[config.mk]
export PLATFORM = sky130hd
export DESIGN_NAME = dsp_addsub_simd_pipe
export DESIGN_NICKNAME = d
export VERILOG_FILES = /design/src/rtl/dsp_addsub_simd_pipe.sv
export SDC_FILE = /design/constraint.sdc
export NUM_CORES = 1
export LEC_CHECK = 0
export ABC_CLOCK_PERIOD_IN_PS = 1900
export BUFFER_PORTS_ARGS = -buffer_cell sky130_fd_sc_hd__buf_2
export CAP_MARGIN = 20
export CORE_MARGIN = 2
export CORE_UTILIZATION = 58
export CTS_BUF_LIST = sky130_fd_sc_hd__clkbuf_4
export CTS_CLUSTER_SIZE = 30
export DETAILED_ROUTE_END_ITERATION = 8
export GPL_TIMING_DRIVEN = 0
export PLACE_DENSITY = 0.86
export SYNTH_ARGS = -nofsm -noshare
export SYNTH_HDL_FRONTEND = slang
export SYNTH_SLANG_ARGS = --single-unit
[constraint.sdc]
create_clock -name clk -period 1.9 [get_ports clk]
set_input_delay 0.095 -clock clk [delete_from_list [all_inputs] [get_ports clk]]
set_output_delay 0.095 -clock clk [all_outputs]
set_load 0.02 [all_outputs]
[src/rtl/dsp_addsub_simd_pipe.sv]
// SIMD add/sub with per-lane wrap or signed saturation, STAGES-deep pipeline
// under one global stall (adv), plus a sticky per-lane overflow accumulator.

module dsp_addsub_simd_pipe_lane #(
  parameter int W = 12
) (
  input  logic [W-1:0] a_i,
  input  logic [W-1:0] b_i,
  input  logic         sub_i,
  input  logic         sat_i,
  output logic [W-1:0] res_o,
  output logic         ovf_o
);
  logic [W:0] ext_a, ext_b, sum;

  always_comb begin
    ext_a = {a_i[W-1], a_i};
    ext_b = {b_i[W-1], b_i};
    sum   = sub_i ? (ext_a - ext_b) : (ext_a + ext_b);
    // Exact result fits in W bits iff the two top bits of the W+1 sum agree.
    ovf_o = sum[W] ^ sum[W-1];
    if (ovf_o && sat_i)
      res_o = sum[W] ? {1'b1, {(W-1){1'b0}}} : {1'b0, {(W-1){1'b1}}};
    else
      res_o = sum[W-1:0];
  end
endmodule

module dsp_addsub_simd_pipe #(
  parameter int LANES  = 4,
  parameter int LANE_W = 12,
  parameter int STAGES = 2
) (
  input  logic                      clk,
  input  logic                      rst,
  input  logic                      ce,
  input  logic                      in_valid,
  output logic                      in_ready,
  input  logic [2*LANES*LANE_W-1:0] inputs,
  input  logic [LANES-1:0]          op,
  input  logic                      sat,
  output logic                      out_valid,
  input  logic                      out_ready,
  output logic [LANES*LANE_W-1:0]   ap_return,
  output logic [LANES-1:0]          ovf,
  output logic [LANES-1:0]          ovf_sticky,
  input  logic                      clr_sticky
);
  localparam int DW = LANES * LANE_W;

  logic                           adv;
  logic [LANES-1:0][LANE_W-1:0]   lane_res;
  logic [LANES-1:0]               lane_ovf;
  logic [STAGES:1]                vld_pipe_q, vld_pipe_d;
  logic [STAGES:1][DW-1:0]        dat_q, dat_d;
  logic [STAGES:1][LANES-1:0]     ovf_q, ovf_d;
  logic [LANES-1:0]               sticky_q, sticky_d;

  assign adv      = ce & (out_ready | ~out_valid);
  assign in_ready = adv;

  for (genvar i = 0; i < LANES; i++) begin : g_lane
    dsp_addsub_simd_pipe_lane #(.W(LANE_W)) u_lane (
      .a_i   (inputs[2*i*LANE_W +: LANE_W]),
      .b_i   (inputs[(2*i+1)*LANE_W +: LANE_W]),
      .sub_i (op[i]),
      .sat_i (sat),
      .res_o (lane_res[i]),
      .ovf_o (lane_ovf[i])
    );
  end

  // Stage 1 captures the lane results with lane 0 packed into the MSBs;
  // later stages are a plain shift, all gated by the single adv enable.
  always_comb begin
    vld_pipe_d    = '0;
    dat_d         = '0;
    ovf_d         = '0;
    vld_pipe_d[1] = in_valid;
    ovf_d[1]      = lane_ovf;
    for (int i = 0; i < LANES; i++)
      dat_d[1][(LANES-1-i)*LANE_W +: LANE_W] = lane_res[i];
    for (int k = 2; k <= STAGES; k++) begin
      vld_pipe_d[k] = vld_pipe_q[k-1];
      dat_d[k]      = dat_q[k-1];
      ovf_d[k]      = ovf_q[k-1];
    end
  end

  always_ff @(posedge clk or negedge rst) begin
    if (!rst) begin
      vld_pipe_q <= '0;
      dat_q      <= '0;
      ovf_q      <= '0;
    end else if (adv) begin
      vld_pipe_q <= vld_pipe_d;
      dat_q      <= dat_d;
      ovf_q      <= ovf_d;
    end
  end

  assign out_valid = vld_pipe_q[STAGES];
  assign ap_return = dat_q[STAGES];
  assign ovf       = ovf_q[STAGES];

  // Clear wins over a same-cycle set; both are frozen while ce is low.
  always_comb begin
    sticky_d = sticky_q;
    if (ce) begin
      if (clr_sticky)
        sticky_d = '0;
      else if (out_valid && out_ready)
        sticky_d = sticky_q | ovf;
    end
  end

  always_ff @(posedge clk or negedge rst) begin
    if (!rst) sticky_q <= '0;
    else      sticky_q <= sticky_d;
  end

  assign ovf_sticky = sticky_q;
endmodule
==> reports/qor.yml, run 1 <==
status:
  status: "complete, but fails checks"
  violations: "design-rule violations, negative setup slack"
cts:
  worstSkewPairLatency_ps: 480
  cts-root-buf: "clkbuf_4"
  cts_max_level: 3
  cts_made_buffers: 9
  cts.sinks: 110
  max-clock-path-buffers: 2
  path_clk_slew_ps: 170
  tritoncts: "built"
final_layout:
  syn2layout_area_growth_pct: 37.2
  drive_gt1_share_pct: 35.4
  final_core_util_pct: 82.3
  fin_area_um2: 11000
  fin_nets: 1391
floorplanning:
  ios: 165
  core.rowCount: 42
  start_util_pct: 60.0
  die-area_um2: 14800
  die_w_um: 122
  die-height_um: 122
  core_um2: 13300
critical_path:
  cp.arrival_ps: 3270
  cpMaxStageDelayCell: "or4b_4"
  crit_path_end_kind: "register"
  worst-path-max-fanout: 5
  crit_buf_inv: 3
  cp-start-kind: "input port"
  critPathMaxStageDelay_ps: 490
  path_cells: "buf_8, inv_6, ha_4, or4b_4, nor2_4, nor2_2, xnor2_1, ha_1, a21o_1, a21o_1, a2111o_1, o21ai_4, xnor2_4, buf_6, a2bb2oi_2, o31ai_1"
  cpMostUsedCell: "a21o_1"
  crit_type: "in -> reg"
  critPathRequiredTime_ps: 2290
  critPathTopFamily: "compound AO/OA/AOI/OAI gates"
min_path:
  hp-class: "in -> reg"
grt:
  gr-total-overflow: 0
  grt_max_degree: 74
  grtUsageTotal_pct: 32.2
  grt_pass1_vias: 8130
  antenna_found_initial: 1
  grt_pass1_wl_mm: 38.4
power:
  switching_power_uw: 4650
  power_density_nw_per_um2: 957
  internal_power_uw: 5860
  p_leak_uw: 0.00517
  clock_power_share_pct: 10.2
  combPwrFrac_pct: 54.9
  swShare_pct: 44.2
  power_uw: 10500
  power_frac_seq_pct: 34.9
  ir_worst_vdd_uv: 421
route:
  initialDrtViolationCount: 842
  routedWlPerCell_um: 18.4
  drc: 1
  viasPerCell: 6.09
  wl_mm: 26.0
  vias: 8590
  ant_nets: 0
  drt_pass1_iterations: 9
synthesis:
  ys_seq_area_share_pct: 34.4
  synth-seq-cells: 110
  synth_edf_count: 0
  syn-cell-area_um2: 8010
  synthDistinctLibCells: 79
  syn_avg_cell_area_um2: 8.23
  synthFlopType: "dfrtp_1"
  yosys_warnings: 0
  synthCells: 973
  synthesis.nets: 1136
  postSynth.asyncResetShare_pct: 100
place:
  dpl.hpwl_mm: 16.1
  globalplace.congestion: 0.911
  port_buffers: 164
  place_area_um2: 9360
timing:
  fin_crit_ps: 2880
  finalSetupViolCount: 57
  hold_violations: 0
  relSlewSlack_pct: 38.7
  hold_ws_ps: 77.9
  worst_pin_slew_ps: 920
  fin_skew_ps: 14.8
  rsz0062_at_grt: "true"
  fin_setup_tns_ps: -35900
  finalCritPeriodShare_pct: 152
  fin_ws_ps: -979
  fmax_mhz: 347
  drv_slew: 0
run:
  max_cap_violations: 0
[state kept, by name, summed over array words and instances (netlist names)]
name,flops
ap_return,48
dat_d,48
ovf,4
ovf_d,4
ovf_sticky,4
vld_pipe_q,2
[per-stage QoR]
| stage | worst slack (ps) | instances |
|---|---|---|
| floorplan | -1210 | 973 |
| global placement | -1590 | 1313 |
| detailed placement | -1690 | 1314 |
| CTS | -969 | 1392 |
| global route | -1050 | 1410 |
| finish | -979 | 1410 |
[power groups by stage]
stage | clock (uW) | combinational, uW | sequential [uW]
floorplan | 0 | 2620 | 4100
global placement | 0 | 4300 | 3650
detailed placement | 0 | 4440 | 3680
CTS | 1050 | 5130 | 3630
global route | 1150 | 6200 | 3740
finish | 1070 | 5770 | 3670
[layer usage]
layer	track usage (%)	wire (um)
met5	0	0
met4	12.5	980
met3	4.23	1730
met2	56.0	13000
met1	40.8	10200
[cell usage in the layout, fill, tap and decap left out, types with 6 or more instances in the layout]
| cell | instances |
|---|---|
| a21oi_1 | 62 |
| o21ai_1 | 11 |
| xnor2_1 | 53 |
| nand2b_1 | 8 |
| nor2_2 | 8 |
| o21ai_2 | 6 |
| o21ai_0 | 18 |
| nor4_1 | 6 |
| buf_2 | 158 |
| clkbuf_1 | 9 |
| a311oi_2 | 7 |
| nor3_1 | 12 |
| buf_6 | 25 |
| o21ai_4 | 6 |
| a21oi_2 | 18 |
| xor2_1 | 16 |
| clkbuf_2 | 8 |
| nor2b_1 | 6 |
| a211oi_2 | 12 |
| o31ai_2 | 8 |
| nand3_1 | 12 |
| buf_4 | 60 |
| nor3_4 | 6 |
| buf_12 | 8 |
| mux2i_1 | 8 |
| o31ai_1 | 10 |
| a21oi_4 | 6 |
| a31oi_1 | 9 |
| dfrtp_1 | 110 |
| ha_1 | 47 |
| a21o_1 | 11 |
| inv_1 | 27 |
| clkbuf_4 | 9 |
| nor2_1 | 77 |
| nand2_1 | 209 |
[final cells by class]
type	instances	area (um2)
buffer	34	229
sequential	110	2750
antenna	1	2.50
timing repair buffer	245	1680
fill	807	2360
multi-input combinational	790	5800
clock inverter	7	47.5
clock buffer	9	67.6
inverter	38	190
tap	176	220
[cells in the mapped netlist, drive strengths merged, types with 4 or more instances]
master,number,area (um2)
xnor2,60,548
a211oi,17,133
buf,13,76.3
nand3,15,80.1
ha,52,651
o21a,4,30.0
a31oi,11,68.8
nand4,5,31.3
and3,5,31.3
o31ai,19,148
o211ai,5,37.5
nand2,213,800
or3,5,31.3
dfrtp,110,2750
o21ai,40,208
a21oi,86,438
nor3b,7,57.6
nand2b,8,50.1
mux2i,10,116
nor2b,6,37.5
clkbuf,23,86.3
nor2,89,337
inv,36,135
o21bai,4,30.0
nor3,21,121
a311oi,9,78.8
or2,4,25.0
o31a,4,35.0
nor4,11,81.3
a21o,12,90.1
fa,4,80.1
xor2,18,158
[cell families after synthesis]
group / Yosys count / synth area share (%)
xor gates and xnor gates: 78 / 8.81
AOI/OAI and AO/OA: 242 / 19.9
buffers and inverters: 74 / 3.81
and+or+nand+nor: 402 / 22.4
muxes: 11 / 1.59
DFF: 110 / 34.4
adders and majority gates: 56 / 9.12
[tightest hold or removal path, delay by kind of cell]
family,cells,cell delay (ps)
AND/OR/NAND/NOR,1,130
buffers and inverters,1,110
AO/OA/AOI/OAI,2,200
[final timing paths]
kind	from	endpoint	slack [ps]	cells past startpoint
max in group asynchronous	rst	ap_return[3]	900	3
worst min register to register	dat_d[82]	ap_return[34]	490	2
worst max register to register	vld_pipe_q[2]	dat_d[92]	-240	5
min in group asynchronous	rst	ap_return[38]	260	2
worst min-delay path	out_ready	dat_d[82]	80	4
worst max-delay path	inputs[84]	dat_d[52]	-980	16
[repair_timing]
item | CTS | global route
hold buffers | 5 | 0
gates resized for setup | 133 | 78
setup endpoints to repair | 107 | 93
cloned | 4 | 1
hold endpoints to repair | 77 | 0
buffers inserted | 54 | 18
pin swaps | 84 | 46
(Power assumes the default switching activity.)
==> run 2, diff against run 1 <==
Settings changed: CORE_ASPECT_RATIO set to 1.1, SLEW_MARGIN set to 20.
==> run 2 against run 1 <==
Total power grew 3.6%. Global-route usage is 0.080 points lower. Critical path type unchanged. Flip-flop and latch count stayed put. Critical path depth did not move. Register-to-register slack better by 100 ps. Worst hold slack improved by 11 ps. The run ends with negative setup slack left. Sequential share of layout area shrank 0.65 points. Via count increased by 1.2%. Count of clock-buffer cells in the layout is the same. Design area grew 2.7%.
==> reports/qor.yml, run 2 (synthesized netlist as in run 1, its figures left out) <==
status:
  status: "complete, but fails checks"
  violations: "negative setup slack"
critical_path:
  cp.arrival_ps: 3230
  cp-start-kind: "input port"
  path_cells: "buf_12, inv_12, ha_4, or4b_4, nor2_4, nor2_2, xnor2_1, ha_1, a21o_1, a21o_1, a2111o_1, o21ai_4, xnor2_4, nor3_4, buf_12, o31ai_1"
  crit_path_end_kind: "register"
  critPathRequiredTime_ps: 2290
  crit_type: "in -> reg"
  crit_buf_inv: 3
  cpMaxStageDelayCell: "or4b_4"
  critPathMaxStageDelay_ps: 470
  worst-path-max-fanout: 8
  critPathTopFamily: "compound AO/OA/AOI/OAI gates"
timing:
  fin_crit_ps: 2840
  hold_violations: 0
  rsz0062_at_grt: "true"
  drv_slew: 0
  fmax_mhz: 352
  finalCritPeriodShare_pct: 149
  fin_setup_tns_ps: -35480
  hold_ws_ps: 88.9
  finalSetupViolCount: 53
  fin_skew_ps: 28.9
  worst_pin_slew_ps: 907
  relSlewSlack_pct: 39.6
  fin_ws_ps: -938
power:
  power_density_nw_per_um2: 965
  switching_power_uw: 4790
  ir_worst_vdd_uv: 507
  combPwrFrac_pct: 54.9
  clock_power_share_pct: 11.5
  internal_power_uw: 6100
  swShare_pct: 44.0
  p_leak_uw: 0.00523
  power_frac_seq_pct: 33.6
floorplanning:
  start_util_pct: 58.8
  die-height_um: 127
  ios: 165
  die-area_um2: 14800
  die_w_um: 116
  core_um2: 13600
  core.rowCount: 45
cts:
  tritoncts: "built"
  cts_max_level: 3
  cts-root-buf: "clkbuf_4"
  cts_made_buffers: 9
  path_clk_slew_ps: 180
  max-clock-path-buffers: 2
  cts.sinks: 110
  worstSkewPairLatency_ps: 500
grt:
  grt_pass1_vias: 8240
  gr-total-overflow: 0
  grt_pass1_wl_mm: 38.1
  antenna_found_initial: 1
  grtUsageTotal_pct: 32.1
  grt_max_degree: 85
final_layout:
  fin_nets: 1396
  final_cell_mix: "211 x nand2_1, 151 x buf_2, 110 x dfrtp_1"
  fill_cells: 811
  drive_gt1_share_pct: 35.7
  fin_area_um2: 11300
  syn2layout_area_growth_pct: 40.9
  final_common_cell: "nand2_1"
place:
  globalplace.congestion: 0.876
  dpl.hpwl_mm: 15.8
  port_buffers: 164
  place_area_um2: 9390
  post-place-ws_ps: -1660
min_path:
  hp-class: "in -> reg"
route:
  ant_nets: 0
  initialDrtViolationCount: 779
  routedWlPerCell_um: 18.4
  viasPerCell: 6.09
  wl_mm: 26.2
  drt_pass1_iterations: 7
  vias: 8697
  drc: 0
run:
  max_cap_violations: 0
## run 2: stage by stage
step	util [%]	std cells	total power [uW]
4_1_cts	78.4	1404	10100
3_3_place_gp	68.7	1325	7950
2_1_floorplan	-	973	6730
6_report	82.8	1427	10900
3_5_place_dp	68.9	1326	8100
5_1_grt	82.8	1427	11400
## run 2: path summary, 6_finish.rpt
path,slack [ps],to,cells after the start,from
max,-940,dat_d[52],16,inputs[85]
min,90,dat_d[84],4,inputs[0]
max reg2reg,-140,dat_d[52],6,vld_pipe_q[2]
min reg2reg,490,ap_return[40],2,dat_d[88]
max in group asynchronous,620,ap_return[8],3,rst
min in group asynchronous,170,dat_d[65],3,rst
## run 2: routing by layer
metal / up-vias / global-route usage [%] / share of wire, %
met2: 482 / 57.9 / 52
li1: 3947 / - / -
met4: 0 / 14.5 / 4.9
met1: 4154 / 37.4 / 36
met3: 114 / 4.79 / 6.9
met5: - / 0 / 0
## run 2: power groups by stage
stage          logic (uW)  clock network (uW)  registers, uW
2_1_floorplan        2620                   0           4100
3_3_place_gp         4300                   0           3650
3_5_place_dp         4420                   0           3680
5_1_grt              6390                1320           3740
6_report             5980                1250           3650
4_1_cts              5220                1230           3620
## run 2: layout make-up
cell class | count | area, um2 | share of cell area, %
antenna | 1 | 2.50 | 0.0222
buffer | 34 | 228 | 2.02
clock buffer | 9 | 67.6 | 0.599
clock inverter | 7 | 82.6 | 0.732
inverter | 38 | 190 | 1.69
multi-input combinational | 791 | 5960 | 52.8
sequential | 110 | 2750 | 24.4
tap | 188 | 235 | 2.09
timing repair buffer | 249 | 1770 | 15.6
## run 2: worst reg2reg max path, stage by stage, from the launching register on
cell and delay (ps):
dfrtp_1 440, inv_2 70, o21ai_4 310, clkbuf_2 350, clkbuf_1 450, nand2_1 180, o31ai_1 130
## run 2: repair_timing
item / 4_1_cts / 5_1_grt
gates cloned: 5 / 0
hold buffers: 7 / 0
endpoints found under the setup margin: 107 / 87
pin swaps: 79 / 58
resized for setup: 137 / 95
hold endpoints to repair: 115 / 0
setup buffers: 51 / 25
==> run 3, diff against run 2 <==
Settings changed: ABC_AREA set to 1, CTS_BUF_LIST sky130_fd_sc_hd__clkbuf_4 to sky130_fd_sc_hd__clkbuf_4 sky130_fd_sc_hd__clkbuf_8, GPL_ROUTABILITY_DRIVEN set to 0, PLACE_DENSITY 0.86 to 0.85.
==> run 3 against run 2 <==
The flow still finishes with violations (negative setup slack). Flip-flop and latch count stayed put. Non-clock buffer count down 35. Count of clock-buffer cells in the layout up 1. Cell count up 9.5%. Sequential power shrank 2%. Critical path depth is 7 higher. Global-route usage decreased by 3.3 points. Combinational power is 5.9% lower. Maximum frequency increased by 15%. Utilization fell by 3.1 points. Worst hold slack got worse by 47 ps.
==> reports/qor.yml, run 3 <==
status:
  status: "complete, but fails checks"
  violations: "negative setup slack"
timing:
  relSlewSlack_pct: 62.1
  finalCritPeriodShare_pct: 130
  fin_crit_ps: 2470
  fin_setup_tns_ps: -20090
  fmax_mhz: 404
  drv_slew: 0
  rsz0062_at_grt: "true"
  worst_pin_slew_ps: 569
  fin_skew_ps: 12.4
  hold_ws_ps: 42.1
  finalSetupViolCount: 52
  fin_ws_ps: -573
  hold_violations: 0
route:
  vias: 8339
  drc: 0
  initialDrtViolationCount: 504
  drt_pass1_iterations: 7
  routedWlPerCell_um: 15.2
  viasPerCell: 5.34
  ant_nets: 0
  wl_mm: 23.8
synthesis:
  ys_seq_area_share_pct: 32.7
  syn-cell-area_um2: 8430
  synthCells: 1138
  postSynth.asyncResetShare_pct: 100
  synth_area_leaders: "dfrtp_1 33%, nand2_1 14%, ha_1 7.7%"
  synthesis.nets: 1301
  yosysTopAreaCell: "dfrtp_1"
  synthFlopType: "dfrtp_1"
  synth_edf_count: 0
  yosys_warnings: 0
  synth-seq-cells: 110
  synth_common_cells: "309 x nand2_1, 135 x inv_1, 110 x dfrtp_1, 102 x nor2_1, 68 x nand2_2"
  post-synth-top-count-cell: "nand2_1"
  synthDistinctLibCells: 33
  synth_top_area_share_pct: 32.7
  syn_avg_cell_area_um2: 7.40
floorplanning:
  die-height_um: 130
  core.rowCount: 46
  die_w_um: 119
  die-area_um2: 15500
  ios: 165
  start_util_pct: 58.8
  core_um2: 14300
critical_path:
  cp.arrival_ps: 2750
  crit_type: "in -> reg"
  worst-path-max-fanout: 5
  cp-start-kind: "input port"
  critPathRequiredTime_ps: 2180
  crit_path_end_kind: "register"
cts:
  path_clk_slew_ps: 110
  cts-root-buf: "clkbuf_8"
  cts_made_buffers: 9
  tritoncts: "built"
  cts.sinks: 110
  max-clock-path-buffers: 2
  worstSkewPairLatency_ps: 390
  cts_max_level: 3
final_layout:
  fin_nets: 1529
  final_cell_mix: "269 x nand2_1, 152 x buf_2, 119 x inv_1"
  final_common_cell: "nand2_1"
  diodes: 0
  fill_cells: 914
  drive_gt1_share_pct: 41.1
  layoutNonFillerInstCount: 1563
  syn2layout_area_growth_pct: 35.6
  final_core_util_pct: 79.7
grt:
  grtUsageMet1_pct: 33.3
  grtUsageTotal_pct: 28.9
  grt_pass1_wl_mm: 36.3
  antenna_found_initial: 0
  grt.busiest_layer: "met2"
  grt_max_degree: 82
  globalRouteMet2Util_pct: 52.6
  grt_use_met3_pct: 4.47
  gr-total-overflow: 0
  grt_pass1_vias: 7949
power:
  p_leak_uw: 0.00586
  ir_worst_vdd_uv: 452
  power_density_nw_per_um2: 930
place:
  port_buffers: 161
  dpl.hpwl_mm: 15.6
  dpl.cell_count: 1492
run:
  max_cap_violations: 0
min_path:
  hp-class: "in -> reg"
## run 3: power breakdown
part           internal, uW  switching (uW)  leakage, uW  total (uW)
Sequential             3130             445      0.00130        3580
Combinational          2300            3330      0.00446        5630
Clock                   526             886    0.0000967        1410
## run 3: layer usage
| metal | wire [um] | vias up |
|---|---|---|
| met1 | 9290 | 3869 |
| met2 | 12300 | 333 |
| li1 | - | 4035 |
| met3 | 1240 | 102 |
| met4 | 971 | 0 |
| met5 | 0 | - |
## run 3: worst max-delay path, cell delays in order
cell and delay [ps]:
buf_8 100, nor3_4 200, nand2_2 100, nor3_4 210, a31oi_1 120, xor2_1 160, inv_1 90, ha_4 270
nand2_2 70, nand2_2 70, inv_2 60, nor2_2 40, nor2_2 160, buf_4 140, nand3_2 110, nand3_1 130
nand3_2 100, nand2_1 80, nand2_2 70, buf_6 130, buf_8 130, nand2_2 60, a21oi_2 40
## run 3: cells by family (layout without fill, tap and decap cells)
| group | Yosys count | count (layout) | share of synthesized area [%] |
|---|---|---|---|
| simple gates | 567 | 567 | 30.7 |
| flops | 110 | 110 | 32.7 |
| fa+ha+maj | 56 | 56 | 8.67 |
| buf+inv | 189 | 422 | 9.24 |
| xor+xnor | 72 | 72 | 7.48 |
| compound gates | 144 | 144 | 11.3 |
## run 3: cell type report
| class | count | area [um2] | share of cell area [%] |
|---|---|---|---|
| timing repair buffer | 217 | 1510 | 13.2 |
| clock buffer | 10 | 131 | 1.15 |
| multi-input combinational | 839 | 5880 | 51.5 |
| buffer | 31 | 236 | 2.07 |
| tap | 192 | 240 | 2.10 |
| inverter | 158 | 611 | 5.34 |
| sequential | 110 | 2750 | 24.1 |
| clock inverter | 6 | 63.8 | 0.559 |
## run 3: through the flow
step,setup slack [ps],area (um2),total power (uW)
3_5_place_dp,-813,9890,8160
2_1_floorplan,-331,8810,6840
6_report,-573,11400,10600
3_3_place_gp,-745,9860,7990
4_1_cts,-353,11000,10200
5_1_grt,-674,11400,11300
## run 3: what timing repair did
action,in CTS,in global routing
endpoints found under the hold margin,111,0
gates cloned,6,0
pin swaps,43,65
setup buffers,34,17
hold buffers,2,0
endpoints found under the setup margin,103,87
gates resized for setup,133,96
## run 3: path summary, 6_finish.rpt
check | slack, ps | cells past startpoint | startpoint | endpoint
min in group asynchronous | 130 | 2 | rst | ap_return[46]
hold reg to reg | 470 | 2 | ap_return[37] | ap_return[37]
setup reg to reg | 190 | 6 | vld_pipe_q[2] | ap_return[41]
setup / recovery | -570 | 23 | inputs[12] | dat_d[85]
max in group asynchronous | 1090 | 3 | rst | ap_return[34]
hold / removal | 40 | 3 | clr_sticky | ovf_sticky[1]
